### src/rtl/des_block_writer_pkg.sv
// des_writer_pkg: shared types and constants for the DES block writer.
//   state_e     - writer FSM states
//   WORD_STEP   - byte distance between the high and low word of a block
//   BLOCK_STEP  - byte distance between consecutive blocks
//   block_t     - one 64-bit encrypted block as delivered by the core
package des_writer_pkg;

    typedef enum logic [2:0] {
        IDLE,
        WAIT_DATA,
        WR_HI,
        WR_LO,
        FINISH
    } state_e;

    localparam int unsigned WORD_STEP  = 4;
    localparam int unsigned BLOCK_STEP = 8;

    typedef logic [63:0] block_t;

endpackage

### src/rtl/des_block_writer_if.sv
// des_block_writer_if: Avalon-MM write-master bundle.
//   master_address     - byte address            (master -> slave)
//   master_writedata   - write data              (master -> slave)
//   master_write       - write request           (master -> slave)
//   master_waitrequest - stall, holds the request (slave -> master)
interface des_block_writer_if #(
    parameter int unsigned AW = 26,
    parameter int unsigned DW = 32
);
    logic [AW-1:0] master_address;
    logic [DW-1:0] master_writedata;
    logic          master_write;
    logic          master_waitrequest;

    modport master (
        output master_address,
        output master_writedata,
        output master_write,
        input  master_waitrequest
    );

    modport slave (
        input  master_address,
        input  master_writedata,
        input  master_write,
        output master_waitrequest
    );
endinterface

### src/rtl/des_block_writer_fifo.sv
// sync_fifo: single-clock FIFO holding encrypted blocks.
//   clk, reset - clock, synchronous active-high reset
//   flush      - empties the FIFO; a push in the same cycle lands as the sole entry
//   push, pop  - write / read strobes; pop on empty is ignored
//   wr_data    - entry to write
//   rd_data    - head entry (valid while !empty)
//   full/empty/count - occupancy status
// A push while full is accepted only when a pop frees a slot in the same cycle.
// A push and pop on an empty FIFO is not bypassed: the pop sees nothing.
module sync_fifo
    import des_writer_pkg::*;
#(
    parameter int unsigned WIDTH = $bits(block_t),
    parameter int unsigned DEPTH = 8,
    parameter int unsigned AW    = 3
) (
    input  logic             clk,
    input  logic             reset,
    input  logic             flush,
    input  logic             push,
    input  logic             pop,
    input  logic [WIDTH-1:0] wr_data,
    output logic [WIDTH-1:0] rd_data,
    output logic             full,
    output logic             empty,
    output logic [AW:0]      count
);
    logic [WIDTH-1:0] mem_q [DEPTH];
    logic [AW-1:0]    wr_ptr_q, rd_ptr_q;
    logic [AW:0]      cnt_q;
    logic             do_pop, do_push, we;
    logic [AW-1:0]    wa;

    assign empty   = (cnt_q == '0);
    assign full    = (cnt_q == (AW+1)'(DEPTH));
    assign count   = cnt_q;
    assign rd_data = mem_q[rd_ptr_q];

    assign do_pop  = pop && !empty && !flush;
    assign do_push = push && (!full || do_pop);
    // During a flush the surviving push is written to slot 0.
    assign we      = flush ? push : do_push;
    assign wa      = flush ? '0 : wr_ptr_q;

    always_ff @(posedge clk) begin
        if (we && !reset)
            mem_q[wa] <= wr_data;
    end

    always_ff @(posedge clk) begin
        if (reset) begin
            wr_ptr_q <= '0;
            rd_ptr_q <= '0;
            cnt_q    <= '0;
        end else if (flush) begin
            rd_ptr_q <= '0;
            wr_ptr_q <= push ? AW'(1) : '0;
            cnt_q    <= push ? (AW+1)'(1) : '0;
        end else begin
            if (do_push) wr_ptr_q <= wr_ptr_q + AW'(1);
            if (do_pop)  rd_ptr_q <= rd_ptr_q + AW'(1);
            if (do_push && !do_pop)
                cnt_q <= cnt_q + (AW+1)'(1);
            else if (!do_push && do_pop)
                cnt_q <= cnt_q - (AW+1)'(1);
        end
    end
endmodule

### src/rtl/des_block_writer.sv
// des_block_writer: buffers 64-bit encrypted blocks and writes each one to memory
// as two Avalon-MM writes, high word at the block address, low word at +4.
//   clk, reset        - clock, synchronous active-high reset
//   start             - arms a transfer from IDLE, sampling base_address/block_count
//   base_address      - byte address of the first block
//   block_count       - number of blocks in the transfer (0 finishes immediately)
//   in_data, in_valid - block strobe from the core, no backpressure
//   av                - Avalon write master (address/writedata/write/waitrequest)
//   busy              - FSM not in IDLE
//   done              - one-cycle pulse after the final low word is accepted
//   blocks_written    - blocks completed since the last start
//   overflow          - sticky: a block was dropped (FIFO full, or arrived while IDLE)
module des_block_writer
    import des_writer_pkg::*;
#(
    parameter int unsigned MASTER_ADDRESSWIDTH = 26,
    parameter int unsigned DATAWIDTH           = 32,
    parameter int unsigned FIFO_DEPTH          = 8,
    parameter int unsigned FIFO_AW             = 3
) (
    input  logic                           clk,
    input  logic                           reset,
    input  logic                           start,
    input  logic [MASTER_ADDRESSWIDTH-1:0] base_address,
    input  logic [31:0]                    block_count,
    input  logic [2*DATAWIDTH-1:0]         in_data,
    input  logic                           in_valid,
    des_block_writer_if.master             av,
    output logic                           busy,
    output logic                           done,
    output logic [31:0]                    blocks_written,
    output logic                           overflow
);
    localparam int unsigned AW = MASTER_ADDRESSWIDTH;
    localparam int unsigned DW = DATAWIDTH;

    state_e          state_q, state_d;
    logic [AW-1:0]   cur_addr_q, cur_addr_d;
    logic [31:0]     count_q, count_d;
    logic [31:0]     bw_q, bw_d;
    logic [DW-1:0]   hold_q, hold_d;
    logic [AW-1:0]   addr_q, addr_d;
    logic [DW-1:0]   data_q, data_d;
    logic            write_q, write_d;
    logic            done_q, done_d;
    logic            ovf_q, ovf_d;

    logic            fifo_push, fifo_pop, fifo_flush, fifo_full, fifo_empty, drop;
    logic [2*DW-1:0] fifo_rd;
    logic [FIFO_AW:0] fifo_level;

    assign fifo_flush = (state_q == IDLE) && start;
    assign fifo_pop   = (state_q == WAIT_DATA) && !fifo_empty;
    // A start in the same cycle as in_valid keeps the block for the new transfer.
    assign fifo_push  = in_valid && ((state_q != IDLE) || start);
    assign drop       = in_valid &&
                        (((state_q == IDLE) && !start) ||
                         ((state_q != IDLE) && fifo_full && !fifo_pop));

    sync_fifo #(
        .WIDTH (2*DW),
        .DEPTH (FIFO_DEPTH),
        .AW    (FIFO_AW)
    ) u_fifo (
        .clk     (clk),
        .reset   (reset),
        .flush   (fifo_flush),
        .push    (fifo_push),
        .pop     (fifo_pop),
        .wr_data (in_data),
        .rd_data (fifo_rd),
        .full    (fifo_full),
        .empty   (fifo_empty),
        .count   (fifo_level)
    );

    // Master outputs are loaded one state ahead so they are registered and hold
    // steady while waitrequest is asserted.
    always_comb begin
        state_d    = state_q;
        cur_addr_d = cur_addr_q;
        count_d    = count_q;
        bw_d       = bw_q;
        hold_d     = hold_q;
        addr_d     = addr_q;
        data_d     = data_q;
        write_d    = write_q;
        done_d     = 1'b0;
        ovf_d      = ovf_q;

        unique case (state_q)
            IDLE: begin
                if (start) begin
                    cur_addr_d = base_address;
                    count_d    = block_count;
                    bw_d       = '0;
                    ovf_d      = 1'b0;
                    state_d    = (block_count == '0) ? FINISH : WAIT_DATA;
                end
            end
            WAIT_DATA: begin
                if (fifo_pop) begin
                    hold_d  = fifo_rd[DW-1:0];
                    addr_d  = cur_addr_q;
                    data_d  = fifo_rd[2*DW-1:DW];
                    write_d = 1'b1;
                    state_d = WR_HI;
                end
            end
            WR_HI: begin
                if (!av.master_waitrequest) begin
                    addr_d  = cur_addr_q + AW'(WORD_STEP);
                    data_d  = hold_q;
                    state_d = WR_LO;
                end
            end
            WR_LO: begin
                if (!av.master_waitrequest) begin
                    write_d    = 1'b0;
                    cur_addr_d = cur_addr_q + AW'(BLOCK_STEP);
                    bw_d       = bw_q + 32'd1;
                    state_d    = (bw_q + 32'd1 == count_q) ? FINISH : WAIT_DATA;
                end
            end
            FINISH: begin
                done_d  = 1'b1;
                state_d = IDLE;
            end
            default: state_d = IDLE;
        endcase

        if (drop)
            ovf_d = 1'b1;
    end

    always_ff @(posedge clk) begin
        if (reset) begin
            state_q    <= IDLE;
            cur_addr_q <= '0;
            count_q    <= '0;
            bw_q       <= '0;
            hold_q     <= '0;
            addr_q     <= '0;
            data_q     <= '0;
            write_q    <= 1'b0;
            done_q     <= 1'b0;
            ovf_q      <= 1'b0;
        end else begin
            state_q    <= state_d;
            cur_addr_q <= cur_addr_d;
            count_q    <= count_d;
            bw_q       <= bw_d;
            hold_q     <= hold_d;
            addr_q     <= addr_d;
            data_q     <= data_d;
            write_q    <= write_d;
            done_q     <= done_d;
            ovf_q      <= ovf_d;
        end
    end

    always_ff @(posedge clk) begin
        if (!reset)
            assert (fifo_level <= (FIFO_AW+1)'(FIFO_DEPTH));
    end

    assign av.master_address   = addr_q;
    assign av.master_writedata = data_q;
    assign av.master_write     = write_q;

    assign busy           = (state_q != IDLE);
    assign done           = done_q;
    assign blocks_written = bw_q;
    assign overflow       = ovf_q;
endmodule

### src/flat_wrapper.sv
// flat-port wrapper written by rule: the top's interface ports become plain ports
module des_block_writer_flat import des_writer_pkg::*;
#(
    parameter int unsigned MASTER_ADDRESSWIDTH = 26,
    parameter int unsigned DATAWIDTH           = 32,
    parameter int unsigned FIFO_DEPTH          = 8,
    parameter int unsigned FIFO_AW             = 3
)
  (clk, reset, start, base_address, block_count, in_data, in_valid, busy, done, blocks_written, overflow, av_master_address, av_master_writedata, av_master_write, av_master_waitrequest);
  des_block_writer_if #(.AW(26), .DW(32)) av_i ();
  input  logic clk;
  input  logic reset;
  input  logic start;
  input  logic [MASTER_ADDRESSWIDTH-1:0] base_address;
  input  logic [31:0] block_count;
  input  logic [2*DATAWIDTH-1:0] in_data;
  input  logic in_valid;
  output logic busy;
  output logic done;
  output logic [31:0] blocks_written;
  output logic overflow;
  output wire logic [$bits(av_i.master_address)-1:0] av_master_address;
  output wire logic [$bits(av_i.master_writedata)-1:0] av_master_writedata;
  output wire logic [$bits(av_i.master_write)-1:0] av_master_write;
  input wire logic [$bits(av_i.master_waitrequest)-1:0] av_master_waitrequest;
  assign av_master_address = av_i.master_address;
  assign av_master_writedata = av_i.master_writedata;
  assign av_master_write = av_i.master_write;
  assign av_i.master_waitrequest = av_master_waitrequest;
  des_block_writer #(.MASTER_ADDRESSWIDTH(MASTER_ADDRESSWIDTH), .DATAWIDTH(DATAWIDTH), .FIFO_DEPTH(FIFO_DEPTH), .FIFO_AW(FIFO_AW)) u_core (.clk(clk), .reset(reset), .start(start), .base_address(base_address), .block_count(block_count), .in_data(in_data), .in_valid(in_valid), .av(av_i), .busy(busy), .done(done), .blocks_written(blocks_written), .overflow(overflow));
endmodule
### config.mk
export PLATFORM = sky130hd
export DESIGN_NAME = des_block_writer_flat
export DESIGN_NICKNAME = d
export VERILOG_FILES = /design/src/rtl/des_block_writer_pkg.sv /design/src/rtl/des_block_writer_if.sv /design/src/rtl/des_block_writer_fifo.sv /design/src/rtl/des_block_writer.sv /design/src/flat_wrapper.sv
export SDC_FILE = /design/constraint.sdc
export NUM_CORES = 1
export LEC_CHECK = 0
export CORE_ASPECT_RATIO = 0.7
export CORE_MARGIN = 2
export CORE_UTILIZATION = 58
export DETAILED_ROUTE_END_ITERATION = 8
export PLACE_DENSITY_LB_ADDON = 0.05
export SYNTH_ARGS = -nofsm -noshare
export SYNTH_HDL_FRONTEND = slang
export SYNTH_SLANG_ARGS = --single-unit
### constraint.sdc
create_clock -name clk -period 9.34 [get_ports clk]
set_input_delay 0.934 -clock clk [delete_from_list [all_inputs] [get_ports clk]]
set_output_delay 0.934 -clock clk [all_outputs]
set_load 0.005 [all_outputs]
==> results of run 1 <==
## worst min-delay path by stage
stage,startpoint,slack (ps),cells past startpoint,end
2_1_floorplan,u_core.cur_addr_q[0],430,2,u_core.av.master_address[0]
3_3_place_gp,u_core.cur_addr_q[1],440,2,u_core.av.master_address[1]
3_5_place_dp,u_core.cur_addr_q[0],450,2,u_core.av.master_address[0]
4_1_cts,u_core.cur_addr_q[0],450,2,u_core.av.master_address[0]
5_1_grt,u_core.cur_addr_q[0],480,2,u_core.av.master_address[0]
6_report,u_core.cur_addr_q[0],450,2,u_core.av.master_address[0]
## metal layers
layer	share of wire	up-vias
li1	-	8137
met3	0.067	124
met4	0.021	8
met5	0.00069	-
met2	0.46	643
met1	0.45	9001
## Yosys cell counts (6+ instances only)
library cell,number
nand3_1,28
a21oi_1,126
o21ai_0,54
nor4_1,16
and4_1,6
and2_1,10
or3_1,14
mux2i_1,68
a31oi_1,6
buf_2,12
nor2_1,139
nand2b_1,7
inv_1,14
xnor2_1,41
o211ai_1,34
dfxtp_1,199
nand2_1,230
nor3_1,28
xor2_1,28
and3_1,18
a311oi_1,15
ha_1,8
clkbuf_1,100
buf_1,21
edfxtp_1,512
mux4_2,128
nand4_1,25
a211oi_1,63
## critical path: stages
cell	delay [ps]
clkdlybuf4s50_1	540
o31a_1	130
o21ai_0	180
a21o_1	320
inv_1	90
nand2_1	150
nor2_4	690
buf_4	760
## metrics by stage
stage / hold slack [ps] / util / total power, mW / cell area [um^2]
2_1_floorplan: 432 / - / 4.85 / 29000
3_3_place_gp: 437 / 0.644 / 5.44 / 31800
3_5_place_dp: 446 / 0.644 / 5.49 / 31800
4_1_cts: 455 / 0.690 / 8.31 / 34100
5_1_grt: 484 / 0.690 / 8.61 / 34100
6_report: 454 / 0.690 / 8.25 / 34100
## cells by family (layout without fill, tap and decap cells)
logic type,after synthesis,count (layout),synth area share
AO/OA/AOI/OAI,333,333,0.0722
buffers and inverters,152,383,0.0208
adder cells (fa/ha/maj),9,9,0.00414
AND/OR/NAND/NOR,557,557,0.0909
XOR/XNOR,69,69,0.0208
other,0,1,0
flip-flops,711,711,0.668
multiplexers,197,197,0.123
## registers in the layout, summed over array words and instances (netlist names), named ones only
name and count:
u_core.hold_q 32, u_core.u_fifo.rd_ptr_q 3, u_core.u_fifo.count 4, u_core.av.master_address 26
u_core.cur_addr_q 26, u_core.av.master_write 1, u_core.done 1, u_core.overflow 1
u_core.av.master_writedata 32, u_core.blocks_written 32, u_core.u_fifo.wr_ptr_q 3, u_core.u_fifo.mem_q 512
u_core.state_q 3, u_core.count_q 32
## power groups by stage
stage,Combinational [mW],Clock [mW],Sequential [mW]
after floorplan,0.998,0,3.86
after global placement,1.50,0,3.94
after detailed placement,1.53,0,3.95
after CTS,1.54,2.88,3.89
after global routing,1.68,3.01,3.92
final,1.53,2.83,3.89
## layout make-up
cell class	count	area, um^2
Sequential cell	711	19400
Fill cell	3375	15300
Multi-Input combinational cell	1165	9100
Timing Repair Buffer	246	2400
Clock buffer	86	1880
Tap cell	665	832
Clock inverter	37	422
Inverter	14	52.6
Antenna cell	1	2.50
==> impl_metrics.toml, run 1 <==
[power_and_ir_drop]
p_per_area_mw_per_mm2 = 242
internal_power_mw = 6.02
seq_power_share = 0.471
combPwrFrac = 0.186
clockPowerShare = 0.343
ir_drop_mv = 0.165
netSwitchingPower_mw = 2.24
leakagePower_nw = 10.6
swShare = 0.271

[timing]
final-max-slew-violation-count = 0
max_freq_mhz = 277
slew_headroom = 0.218
rsz0062_at_grt = "no"
tns_ps = 0
timing.final.crit_share = 0.386
fin_crit_ps = 3610
worst_pin_slew_ps = 1170
finalSetupViolations = 0
skew_ps = 23.7
hold_viol = 0
setup_ws_ps = 5730

[worst_setup_path]
cp_data_required_time_ps = 9570
worstSetupStartpoint = "start"
start_kind = "input pin"
worstSetupPathType = "input pin to register"
reg2reg_setup_slack_ps = 5790
r2r-start = "u_core.state_q[1]"
r2r-end = "u_core.u_fifo.mem_q[5][5]"
setup.worst_path.end = "u_core.u_fifo.mem_q[5][5]"
worst_r2r_path_depth = 8
cp_max_fo = 43
cp.arrival_ps = 3840
endpoint_kind = "register"

[global_route]
grt.busiest_layer = "met2"
grtUsageMet2 = 0.404
grt_pass1_wl_um = 104000
antenna_found_initial = 5
grtUsageMet1 = 0.400
use_met3 = 0.0494
first_global_vias = 17500
grt_usage = 0.266
grt.overflow.total = 0
grt_max_degree = 96

[die]
die_h_um = 191
pin_count = 221
core_mm2 = 0.0493
start_util = 0.588
dieArea_mm2 = 0.0518
die_w_um = 271
rows = 68

[logic_synthesis]
ys_types = 69
netlist.area_leader.share = 0.530
ys_top_cells_by_area = "edfxtp_1 53%, dfxtp_1 14%, mux4_2 9.9%"
synthFlopType = "edfxtp_1"
synth.net_count = 2164
ys_async_sr_fraction = 0
synth-seq-cells = 711
yosysTopAreaCell = "edfxtp_1"
ys_seq_area_frac = 0.668
synth_area_mm2 = 0.0290
synth_edf_count = 512
syn-instance-count = 2028
avgSynthCellArea_um2 = 14.3
yosysWarnings = 0

[place]
gp_congestion = 0.923
dpl.hpwl_um = 40600
dp_slack_ps = 5100
port-buffer-count = 220
dpl.cell_count = 2801

[clocking]
cts_tree = "built"
cts_hold_buf = 0
cts_resized = 0
ctsLongestPathBuffers = 3
cts_num_sinks = 711
cts_setup_buffers = 0
h-tree-depth = 3
clk_latency_ps = 600
numCtsBuffers = 67
clkTransAtPathRegs_ps = 60
cts_root_buffer = "clkbuf_16"

[finish]
fin_cells = 2925
drive_gt1_frac = 0.130
fin_nets = 2341
final_cell_mix = "512 x edfxtp_1, 229 x nand2_1, 219 x clkdlybuf4s50_1"
layout_commonest_cell = "edfxtp_1"
area_delta_synth_final_pct = 17.5

[flow_run]
cap_violations = 0

[drt]
routed_via_density = 6.12
wl_um = 68600
route.detailed.drc = 0
postRouteAntennaNets = 0
first_pass_iters = 5
drt_iter0_markers = 1730
routed-via-count = 17900
wl_per_cell_um = 23.5

[hold_path]
hp-class = "register to register"

[outcome]
status = "complete, no violations"
(Power assumes the default switching activity.)
==> inputs of run 2 (changes only) <==
--- a/config.mk
+++ b/config.mk
@@ -7,7 +7,7 @@
 export LEC_CHECK = 0
 export CORE_ASPECT_RATIO = 0.7
 export CORE_MARGIN = 2
-export CORE_UTILIZATION = 58
+export CORE_UTILIZATION = 53
 export DETAILED_ROUTE_END_ITERATION = 8
 export PLACE_DENSITY_LB_ADDON = 0.05
 export SYNTH_ARGS = -nofsm -noshare
==> constraint.sdc (replaced) <==
create_clock -name clk -period 3.1 [get_ports clk]
set_input_delay 0.31 -clock clk [delete_from_list [all_inputs] [get_ports clk]]
set_output_delay 0.31 -clock clk [all_outputs]
set_load 0.005 [all_outputs]
==> impl_metrics.toml, run 2 (synthesized netlist as in run 1, its figures left out) <==
[outcome]
status = "complete, no violations"

[timing]
final-max-slew-violation-count = 0
timing.final.crit_share = 0.948
tns_ps = 0
fin_crit_ps = 2940
finalSetupViolations = 0
max_freq_mhz = 340
hold_viol = 0
worst_pin_slew_ps = 923
rsz0062_at_grt = "no"
slew_headroom = 0.382
skew_ps = 27.1
setup_ws_ps = 162

[place]
gp_congestion = 0.903
dpl.hpwl_um = 45200
port-buffer-count = 220
dp_slack_ps = -154

[hold_path]
hp-class = "input pin to register"

[power_and_ir_drop]
seq_power_share = 0.462
p_per_area_mw_per_mm2 = 721
swShare = 0.273
power.total_mw = 25.2
internal_power_mw = 18.3
ir_drop_mv = 0.524
leakagePower_nw = 11.0
clockPowerShare = 0.339
combPwrFrac = 0.200
netSwitchingPower_mw = 6.86

[clocking]
cts_root_buffer = "clkbuf_16"
numCtsBuffers = 69
clk_latency_ps = 610
cts_tree = "built"
h-tree-depth = 3
cts_hold_buf = 0
ctsLongestPathBuffers = 3
cts_num_sinks = 711
clkTransAtPathRegs_ps = 70

[global_route]
antenna_found_initial = 4
grt_max_degree = 69
grt_usage = 0.254
grt.overflow.total = 0
first_global_vias = 17700
grt_pass1_wl_um = 108000

[worst_setup_path]
crit_top_cell = "nor4_4"
worstPathCellList = "nand3_2, nor4_4, nor3b_1, a2111oi_1, o2111ai_2, nor4_4, buf_4, a31oi_1, a2bb2oi_1"
start_kind = "register"
cp.arrival_ps = 3420
cp_data_required_time_ps = 3580
endpoint_kind = "register"
slowest_stage = "dfxtp_1"
critPathMaxStageDelay_ps = 460
worstSetupPathType = "register to register"
cp_max_fo = 8
reg2reg_setup_slack_ps = 160

[die]
die_h_um = 200
core_mm2 = 0.0539
start_util = 0.538
die_w_um = 284
rows = 71
dieArea_mm2 = 0.0566
pin_count = 221

[drt]
wl_per_cell_um = 23.7
first_pass_iters = 5
wl_um = 72100
route.detailed.drc = 0
routed-via-count = 18200
routed_via_density = 5.96
postRouteAntennaNets = 0
drt_iter0_markers = 1840

[finish]
layout_commonest_cell = "edfxtp_1"
top_register = "u_core.u_fifo.mem_q"
area_delta_synth_final_pct = 20.4
final_cell_mix = "512 x edfxtp_1, 227 x nand2_1, 219 x clkdlybuf4s50_1"
fill_cells = 4000
drive_gt1_frac = 0.152
fin_nets = 2394
largest_reg_flops = 512

[flow_run]
cap_violations = 0
## run 2: cell count changes in the layout (fill, tap and decap cells not counted), sizes merged, moves of 2 or more
cell / previous run / this run
bufinv: 8 / 6
clkbuf: 86 / 99
clkinv: 22 / 15
buf: 27 / 78
diode: 1 / 3
inv: 19 / 17
## run 2: final timing paths
kind                                    endpoint                           start  cells past startpoint
setup / recovery               u_core.state_q[0]        u_core.blocks_written[5]                      9
setup reg to reg               u_core.state_q[0]        u_core.blocks_written[5]                      9
hold / removal         u_core.u_fifo.wr_ptr_q[0]                           reset                      2
hold reg to reg   u_core.av.master_writedata[16]  u_core.av.master_writedata[16]                      2
## run 2: layout make-up
cell class | instances | area, um^2 | share of cell area
diodes | 3 | 7.51 | 0.000215
clock buffers | 99 | 1990 | 0.0570
clock inverters | 27 | 315 | 0.00903
inverters | 14 | 52.6 | 0.00151
multi-input cells | 1165 | 9220 | 0.264
flip-flops and latches | 711 | 19400 | 0.555
well taps | 730 | 913 | 0.0262
repair buffers | 297 | 3040 | 0.0872
## run 2: metrics by stage
stage / utilization / std cells / cell area [um^2] / hold WS [ps]
2_1_floorplan: - / 2028 / 29100 / 409
3_3_place_gp: 0.604 / 2916 / 32500 / 441
3_5_place_dp: 0.604 / 2916 / 32500 / 446
4_1_cts: 0.646 / 3042 / 34900 / 100
5_1_grt: 0.647 / 3044 / 34900 / 124
6_report: 0.647 / 3046 / 34900 / 137
## run 2: metal layers
| metal | vias to the layer above | part of all wire | global-route usage |
|---|---|---|---|
| li1 | 8280 | - | - |
| met2 | 551 | 0.46 | 0.389 |
| met3 | 81 | 0.065 | 0.0447 |
| met5 | - | 0.00031 | 0 |
| met4 | 4 | 0.015 | 0.0549 |
| met1 | 9239 | 0.46 | 0.385 |
## run 2: worst max-delay path: cells and delay by family, from the launching register on
family                 cells  cell delay [ps]
AND/OR/NAND/NOR            4             1200
flip-flops                 1              460
buffers and inverters      1              180
AO/OA/AOI/OAI              4              960
## run 2: what timing repair did
item                       CTS  global route
setup buffers                0             1
pin swaps                    0             1
setup endpoints to repair    2             2
gates resized for setup      1             8
## run 2: power by group through the flow
stage	clock network (mW)	logic [mW]	registers, mW
after floorplan	0	3.07	11.6
after global placement	0	4.94	11.8
after detailed placement	0	5.01	11.8
after CTS	8.69	5.04	11.6
after global routing	9.05	5.51	11.7
final	8.53	5.02	11.6
